**config.mk**
```make
export PLATFORM = sky130hd
export DESIGN_NAME = stage_one
export DESIGN_NICKNAME = d
export VERILOG_FILES = /design/src/rtl/stage_one.sv
export SDC_FILE = /design/constraint.sdc
export NUM_CORES = 1
export LEC_CHECK = 0
export ABC_CLOCK_PERIOD_IN_PS = 6400
export CORE_MARGIN = 4
export CORE_UTILIZATION = 46
export CTS_BUF_LIST = sky130_fd_sc_hd__clkbuf_16
export CTS_CLUSTER_DIAMETER = 40
export CTS_CLUSTER_SIZE = 12
export DETAILED_ROUTE_END_ITERATION = 6
export HOLD_SLACK_MARGIN = 0.15
export PLACE_DENSITY = 0.79
export SYNTH_ARGS = -nofsm -noshare
export SYNTH_HDL_FRONTEND = slang
export SYNTH_SLANG_ARGS = --single-unit
```
**constraint.sdc**
```tcl
create_clock -name clk -period 6.4 [get_ports clk]
set_clock_uncertainty 0.05 [all_clocks]
set_input_delay 1.28 -clock clk [delete_from_list [all_inputs] [get_ports clk]]
set_output_delay 1.28 -clock clk [all_outputs]
set_load 0.05 [all_outputs]
```
**src/rtl/stage_one.sv**
```systemverilog
// -----------------------------------------------------------------------------
// stage_one
//   First stage of the TMDS 8b/10b encoder. It turns a pixel byte D[7:0] into
//   the 9-bit transition-minimised word q_m[8:0]:
//     - It uses an XOR chain or an XNOR chain, whichever gives fewer transitions.
//     - q_m[8] records the chain: 1 means XOR, 0 means XNOR.
//   It also holds a registered copy of q_m and the popcount of q_m[7:0]. The
//   DC-balancing second stage reads these.
//
// Ports
//   clk          in   rising-edge clock
//   n_rst        in   asynchronous reset, active low
//   st1_in       in   [7:0] data byte D
//   st1_en       in   capture the current encoding at the next rising edge
//   st1_out      out  [8:0] combinational q_m of st1_in (zero latency)
//   st1_out_reg  out  [8:0] registered q_m
//   st1_ones_reg out  [3:0] registered popcount of q_m[7:0] (0..8)
//   st1_valid    out  high in the cycle after st1_en was sampled high
// -----------------------------------------------------------------------------
module stage_one (
  input  logic       clk,
  input  logic       n_rst,
  input  logic [7:0] st1_in,
  input  logic       st1_en,
  output logic [8:0] st1_out,
  output logic [8:0] st1_out_reg,
  output logic [3:0] st1_ones_reg,
  output logic       st1_valid
);

  logic [3:0] n1;
  logic       use_xnor;
  logic [8:0] q_m;
  logic [3:0] q_ones;

  // Count the ones in the input byte. The result fits in 4 bits, so it
  // cannot wrap.
  always_comb begin
    n1 = 4'd0;
    for (int i = 0; i < 8; i++) begin
      n1 = n1 + {3'b000, st1_in[i]};
    end
  end

  // Use the XNOR chain when the byte is dense in ones.
  // When the count is exactly 4, D[0] decides which chain to use.
  assign use_xnor = (n1 > 4'd4) || ((n1 == 4'd4) && !st1_in[0]);

  // The chain q_m[i] = q_m[i-1] op D[i] is written in closed form here:
  //   - q_m[i] is the XOR of D[0..i].
  //   - In XNOR mode, every odd position gets one extra inversion relative
  //     to XOR mode (the inversions cancel in pairs).
  // This keeps each bit independent instead of building a long ripple of
  // bits that depend on each other.
  generate
    for (genvar gi = 0; gi < 8; gi++) begin : g_qm
      localparam logic ODD_POS = ((gi % 2) == 1);
      assign q_m[gi] = (^st1_in[gi:0]) ^ (use_xnor & ODD_POS);
    end
  endgenerate

  assign q_m[8]  = ~use_xnor;
  assign st1_out = q_m;

  // Popcount of the encoded data bits. Stage two needs this value.
  always_comb begin
    q_ones = 4'd0;
    for (int i = 0; i < 8; i++) begin
      q_ones = q_ones + {3'b000, q_m[i]};
    end
  end

  always_ff @(posedge clk or negedge n_rst) begin
    if (!n_rst) begin
      st1_out_reg  <= 9'h000;
      st1_ones_reg <= 4'd0;
      st1_valid    <= 1'b0;
    end else begin
      st1_valid <= st1_en;
      if (st1_en) begin
        st1_out_reg  <= q_m;
        st1_ones_reg <= q_ones;
      end
    end
  end

endmodule

```
# Yosys cells after proc, flatten, opt, wreduce, memory -nomap -nowiden
# Cells that the tools add are included.
# word_totals
register_bits	14
inputBits	11
output_inout_bits	23
word_cells	34
# op_classes
n_addsub	14
order_cmp	1
eq_ne	1
bitwise	5
n_reduce_logical	10
# op_table
operator	count
$add 4x1->4	9
$reduce_xor 8->1	1
$reduce_xor 7->1	1
$add 2x1->3	2
$reduce_xor 6->1	1
$reduce_xor 5->1	1
$add 1x1->2	2
$add 3x1->4	1
$eq 4x3->1 const B	1
$gt 4x3->1 const B	1
$reduce_xor 4->1	1
$xor 1x1->1	4
$reduce_xor 3->1	1
$reduce_xor 2->1	1
$logic_and 1x1->1	1
$logic_not 1->1	1
$logic_or 1x1->1	1
$not 1->1	1

# Logic depth before layout (Yosys ltp)
# depth
depth_word	18
mapped_depth	19
ltp_nobuf	19

# Worst setup path before layout
# No wires, ideal clock.
# synth_timing
path_type	input to register
from	in st1_in[0]
to	reg st1_ones_reg[2]
setup_time_ps	125
arrival_time_ps	7044
required_ps	6225
path_slack_ps	-819
cell_stages	19
n_path_buf	0
cell_sequence	inv_1 fa_1 fa_1 fa_1 inv_1 ha_1 fa_1 or3b_1 a22oi_4 xnor2_1 inv_1 fa_1 fa_1 inv_1 ha_1 inv_1 fa_1 xnor2_1 mux2_2
# synth_between
word_cells_on_any_way	30
cone_classes	14 x add/sub; 1 x order compare; 1 x eq/ne; 4 x bitwise; 10 x reduce/logical
# synth_rtl
element	line_no	rtl
from (decl)	23	input logic [7:0] st1_in,
branches (longest 10 deep; another with $add 3x1->4)	--	
$xor 1x1->1 (*)	58	assign q_m[gi] = (^st1_in[gi:0]) ^ (use_xnor & ODD_POS);
named net st1_out[3]	25	output logic [8:0] st1_out,
$add 4x1->4 (*) (5 in series)	69	q_ones = q_ones + {3'b000, q_m[i]};
to (signal assigned)	82	st1_ones_reg <= q_ones;
to (decl)	27	output logic [3:0] st1_ones_reg,
# Mark *: on every way through the listed nets, which the timed path passes.
# A chain may end at the register's enable or synchronous reset.

# Final worst setup path
# layout_timing
from	in st1_in[1]
to	reg st1_ones_reg[2]
# layout_between
elab_chain_cells	18
word_cells_on_any_way	29
cone_classes	14 x add/sub; 1 x order compare; 1 x eq/ne; 4 x bitwise; 9 x reduce/logical
# layout_rtl
element	line_no
branches (longest 17 deep; another with $add 3x1->4)	--
$add 4x1->4 (*)	69
# Mark *: on every way between the ends.

==> impl_results.rst <==
.. list-table::
   :header-rows: 1

   * - Metric
     - Value
   * - Max-cap check violation count
     - 0
   * - Final Hold Violating Endpoints
     - 0
   * - Synthesis-to-finish area growth
     - 67.1%
   * - Post-synthesis sequential element count
     - 14
   * - Number of buffers created by CTS
     - 3
   * - Hold crit path type
     - flop to flop
   * - Routed length per instance
     - 14.5 um
   * - TritonCTS clock tree
     - done
   * - Global-route wire length before repair
     - ~4200 um
   * - Standard-cell rows
     - 17
   * - Initial antenna violation count
     - 0
   * - Setup crit end kind
     - flop
   * - Clk Latency, worst-skew pair
     - 0.24 ns
   * - Fin crit period
     - 6.37 ns
   * - Hold-fix buffers, CTS
     - 0
   * - Placeable core area
     - 2230 um^2
   * - Ys Warns
     - 0
   * - Number of global-route vias before repair
     - 878
   * - Final-layout worst hold slack
     - 0.456 ns
   * - Antenna Diode Count
     - 0
   * - Number of setup violations in the final report
     - 0
   * - Met2 track demand over resource
     - 29.0%
   * - Max Fanout on Critical Path
     - 4
   * - Cell area after synthesis
     - 1080 um^2
   * - Width of the chip
     - roughly 57 um
   * - Proportion of layout cells with a drive suffix above 1
     - 39.9%
   * - Cell accounting for the most synthesized area
     - sky130_fd_sc_hd__dfrtp_1
   * - Final Cycle Share
     - between 90 and 100%
   * - Global placer's final weighted congestion
     - between 0.7 and 0.8
   * - Multi-input gate area
     - approximately 700 um^2
   * - RSZ-0062 raised after global routing
     - true
   * - Met1 layer usage reported by global route
     - between 20% and 30%
   * - Worst Setup Start Kind
     - primary input
   * - Number of cells produced by synthesis
     - 91
   * - Largest cells by area after synthesis
     - sky130_fd_sc_hd__dfrtp_1, sky130_fd_sc_hd__fa_1, sky130_fd_sc_hd__inv_1
   * - Initial standard-cell utilization of the core
     - 48.6%
   * - Nets in the synthesized netlist
     - 117
   * - Count of different cell masters after synthesis
     - 22
   * - Count of non-filler cells in the finished layout
     - between 150 and 200
   * - First-pass DRT Iterations
     - 3
   * - IO Count
     - 34
   * - Num Clock Sinks
     - 14
   * - Total detailed-routing wirelength
     - 2480 um
   * - Maximum buffer depth of the clock tree
     - 2
   * - Routed vias/inst
     - around 4.6
   * - Port bufs
     - 33
   * - Placed Cells incl. Taps
     - 164
   * - Worst Max-Slew Pin Slew
     - 0.790 ns
   * - Avg Inst Size Synth
     - 11.9 um^2
   * - DPL Wire Length
     - roughly 1900 um
   * - Req. time, crit path
     - between 6 and 7 ns
   * - Antenna-violating nets left
     - 0
   * - Portion of synthesized cell area occupied by the leading cell type
     - 32.3%
   * - Fmax achieved
     - 157 MHz
   * - Setup TNS
     - 0 ns
   * - GR Util All Layers
     - 17.2%
   * - Final critical-path setup slack
     - 0.0279 ns
   * - Result of the run
     - complete, no violations
   * - Root buffer selected by CTS
     - sky130_fd_sc_hd__clkbuf_16
   * - Setup Crit Path Kind
     - primary input to flop
   * - Worst setup slack before clock tree synthesis
     - -0.705 ns
   * - Register Area
     - between 300 and 400 um^2
   * - Final global-route overflow total
     - 0
   * - DR vias
     - 791
   * - Seq/Total Area, Yosys
     - 32.3%
   * - Arr. time, crit path
     - 6.45 ns
   * - 1st-iter DRT viols
     - 8
   * - Number of filler cells placed in the layout
     - 123
   * - Final count of pins violating max slew
     - 0
   * - Relative slew margins
     - 47.1%
   * - Die Y-Extent
     - 56.6 um
   * - Maximum number of pins on one net before global-route repair
     - 19
   * - Clock-pin transition on the worst setup and hold timing paths
     - approximately 0.040 ns
   * - NumNets Final
     - 170
   * - H-Tree Level Count
     - 1
   * - Number of flip-flops in the largest register
     - 9
   * - Global routing's busiest layer
     - met2
   * - Area of the die
     - 3200 um^2
   * - Drt drc
     - 0
   * - Met3 GRT Util
     - 4.37%
==> placed cells by master, fill, tap and decap left out, types with 4 or more instances in the layout <==
cell                              instances
sky130_fd_sc_hd__a21oi_1                  4
sky130_fd_sc_hd__mux2_2                   4
sky130_fd_sc_hd__xnor2_4                  4
sky130_fd_sc_hd__buf_4                   17
sky130_fd_sc_hd__ha_1                     5
sky130_fd_sc_hd__buf_12                   6
sky130_fd_sc_hd__clkdlybuf4s50_1         25
sky130_fd_sc_hd__dfrtp_1                 14
sky130_fd_sc_hd__inv_1                   18
sky130_fd_sc_hd__inv_2                    4
sky130_fd_sc_hd__fa_1                     7
==> layout make-up <==
class	count	area share, %
timing repair buffer	51	29.7
multi-input combinational	48	38.4
sequential	14	19.3
clock inverter	1	0.207
inverter	26	6.28
tap	28	1.93
clock buffer	3	4.14
==> worst max-delay path, cell delays in order <==
cell,delay (ns)
sky130_fd_sc_hd__buf_8,0.08
sky130_fd_sc_hd__inv_4,0.03
sky130_fd_sc_hd__fa_1,0.49
sky130_fd_sc_hd__fa_1,0.51
sky130_fd_sc_hd__fa_1,0.49
sky130_fd_sc_hd__inv_1,0.04
sky130_fd_sc_hd__ha_2,0.17
sky130_fd_sc_hd__fa_1,0.43
sky130_fd_sc_hd__or3b_4,0.39
sky130_fd_sc_hd__a22oi_4,0.22
sky130_fd_sc_hd__buf_12,0.15
sky130_fd_sc_hd__xnor2_4,0.11
sky130_fd_sc_hd__inv_2,0.05
sky130_fd_sc_hd__fa_1,0.56
sky130_fd_sc_hd__fa_1,0.44
sky130_fd_sc_hd__inv_2,0.09
sky130_fd_sc_hd__ha_4,0.13
sky130_fd_sc_hd__inv_2,0.03
sky130_fd_sc_hd__fa_2,0.34
sky130_fd_sc_hd__xnor2_2,0.13
sky130_fd_sc_hd__mux2_4,0.25
==> repair_timing <==
| action | in CTS | in global routing |
|---|---|---|
| endpoints found under the setup margin | 8 | 3 |
| setup buffers | 3 | 0 |
| resized for setup | 19 | 5 |
| endpoints found under the hold margin | 0 | 0 |
| pin swaps | 12 | 13 |
==> per-layer routing <==
metal	part of all wire [%]	up-vias	wire [um]
met1	42	385	1050
met4	1.2	0	29
met3	4.2	5	104
met5	0	-	0
met2	52	19	1300
li1	-	382	-
==> final timing paths <==
kind | endpoint | start | cells past startpoint | slack (ns)
worst max-delay path | st1_ones_reg[2] | st1_in[1] | 21 | 0.03
worst min-delay path | st1_ones_reg[0] | st1_ones_reg[0] | 1 | 0.46
worst max register to register | st1_ones_reg[2] | st1_ones_reg[2] | 1 | 5.59
worst min register to register | st1_ones_reg[0] | st1_ones_reg[0] | 1 | 0.46
max in group asynchronous | st1_out_reg[8] | n_rst | 1 | 4.54
min in group asynchronous | st1_ones_reg[1] | n_rst | 1 | 1.37
==> metrics by stage <==
stage | cell area (um^2) | utilization [%]
2_1_floorplan | 1160 | -
4_1_cts | 1790 | 80.2
3_3_place_gp | 1680 | 75.4
3_5_place_dp | 1680 | 75.4
6_report | 1810 | 81.2
5_1_grt | 1810 | 81.2
==> kinds of logic after synthesis <==
| kind of cell | share of synthesized area (%) |
|---|---|
| buffers and inverters | 10.4 |
| and+or+nand+nor | 2.19 |
| muxes | 9.46 |
| AOI/OAI and AO/OA | 5.08 |
| adders and majority gates | 22.8 |
| DFF | 32.3 |
| xor gates and xnor gates | 17.8 |
==> synthesized netlist by cell type (all sizes together) <==
| library cell | n |
|---|---|
| fa | 8 |
| xnor2 | 7 |
| mux2 | 7 |
| nor2 | 3 |
| xor2 | 2 |
| ha | 7 |
| inv | 26 |
| buf | 1 |
| a22oi | 1 |
| xnor3 | 3 |
| o22ai | 1 |
| mux2i | 2 |
| nand2 | 1 |
| or3b | 1 |
| dfrtp | 14 |
| a21oi | 4 |
| clkbuf | 2 |
| a21o | 1 |
Power is left out: the tool's default activity adds up to more than one toggle a clock period on the data nets, which glitch-free logic cannot reach.
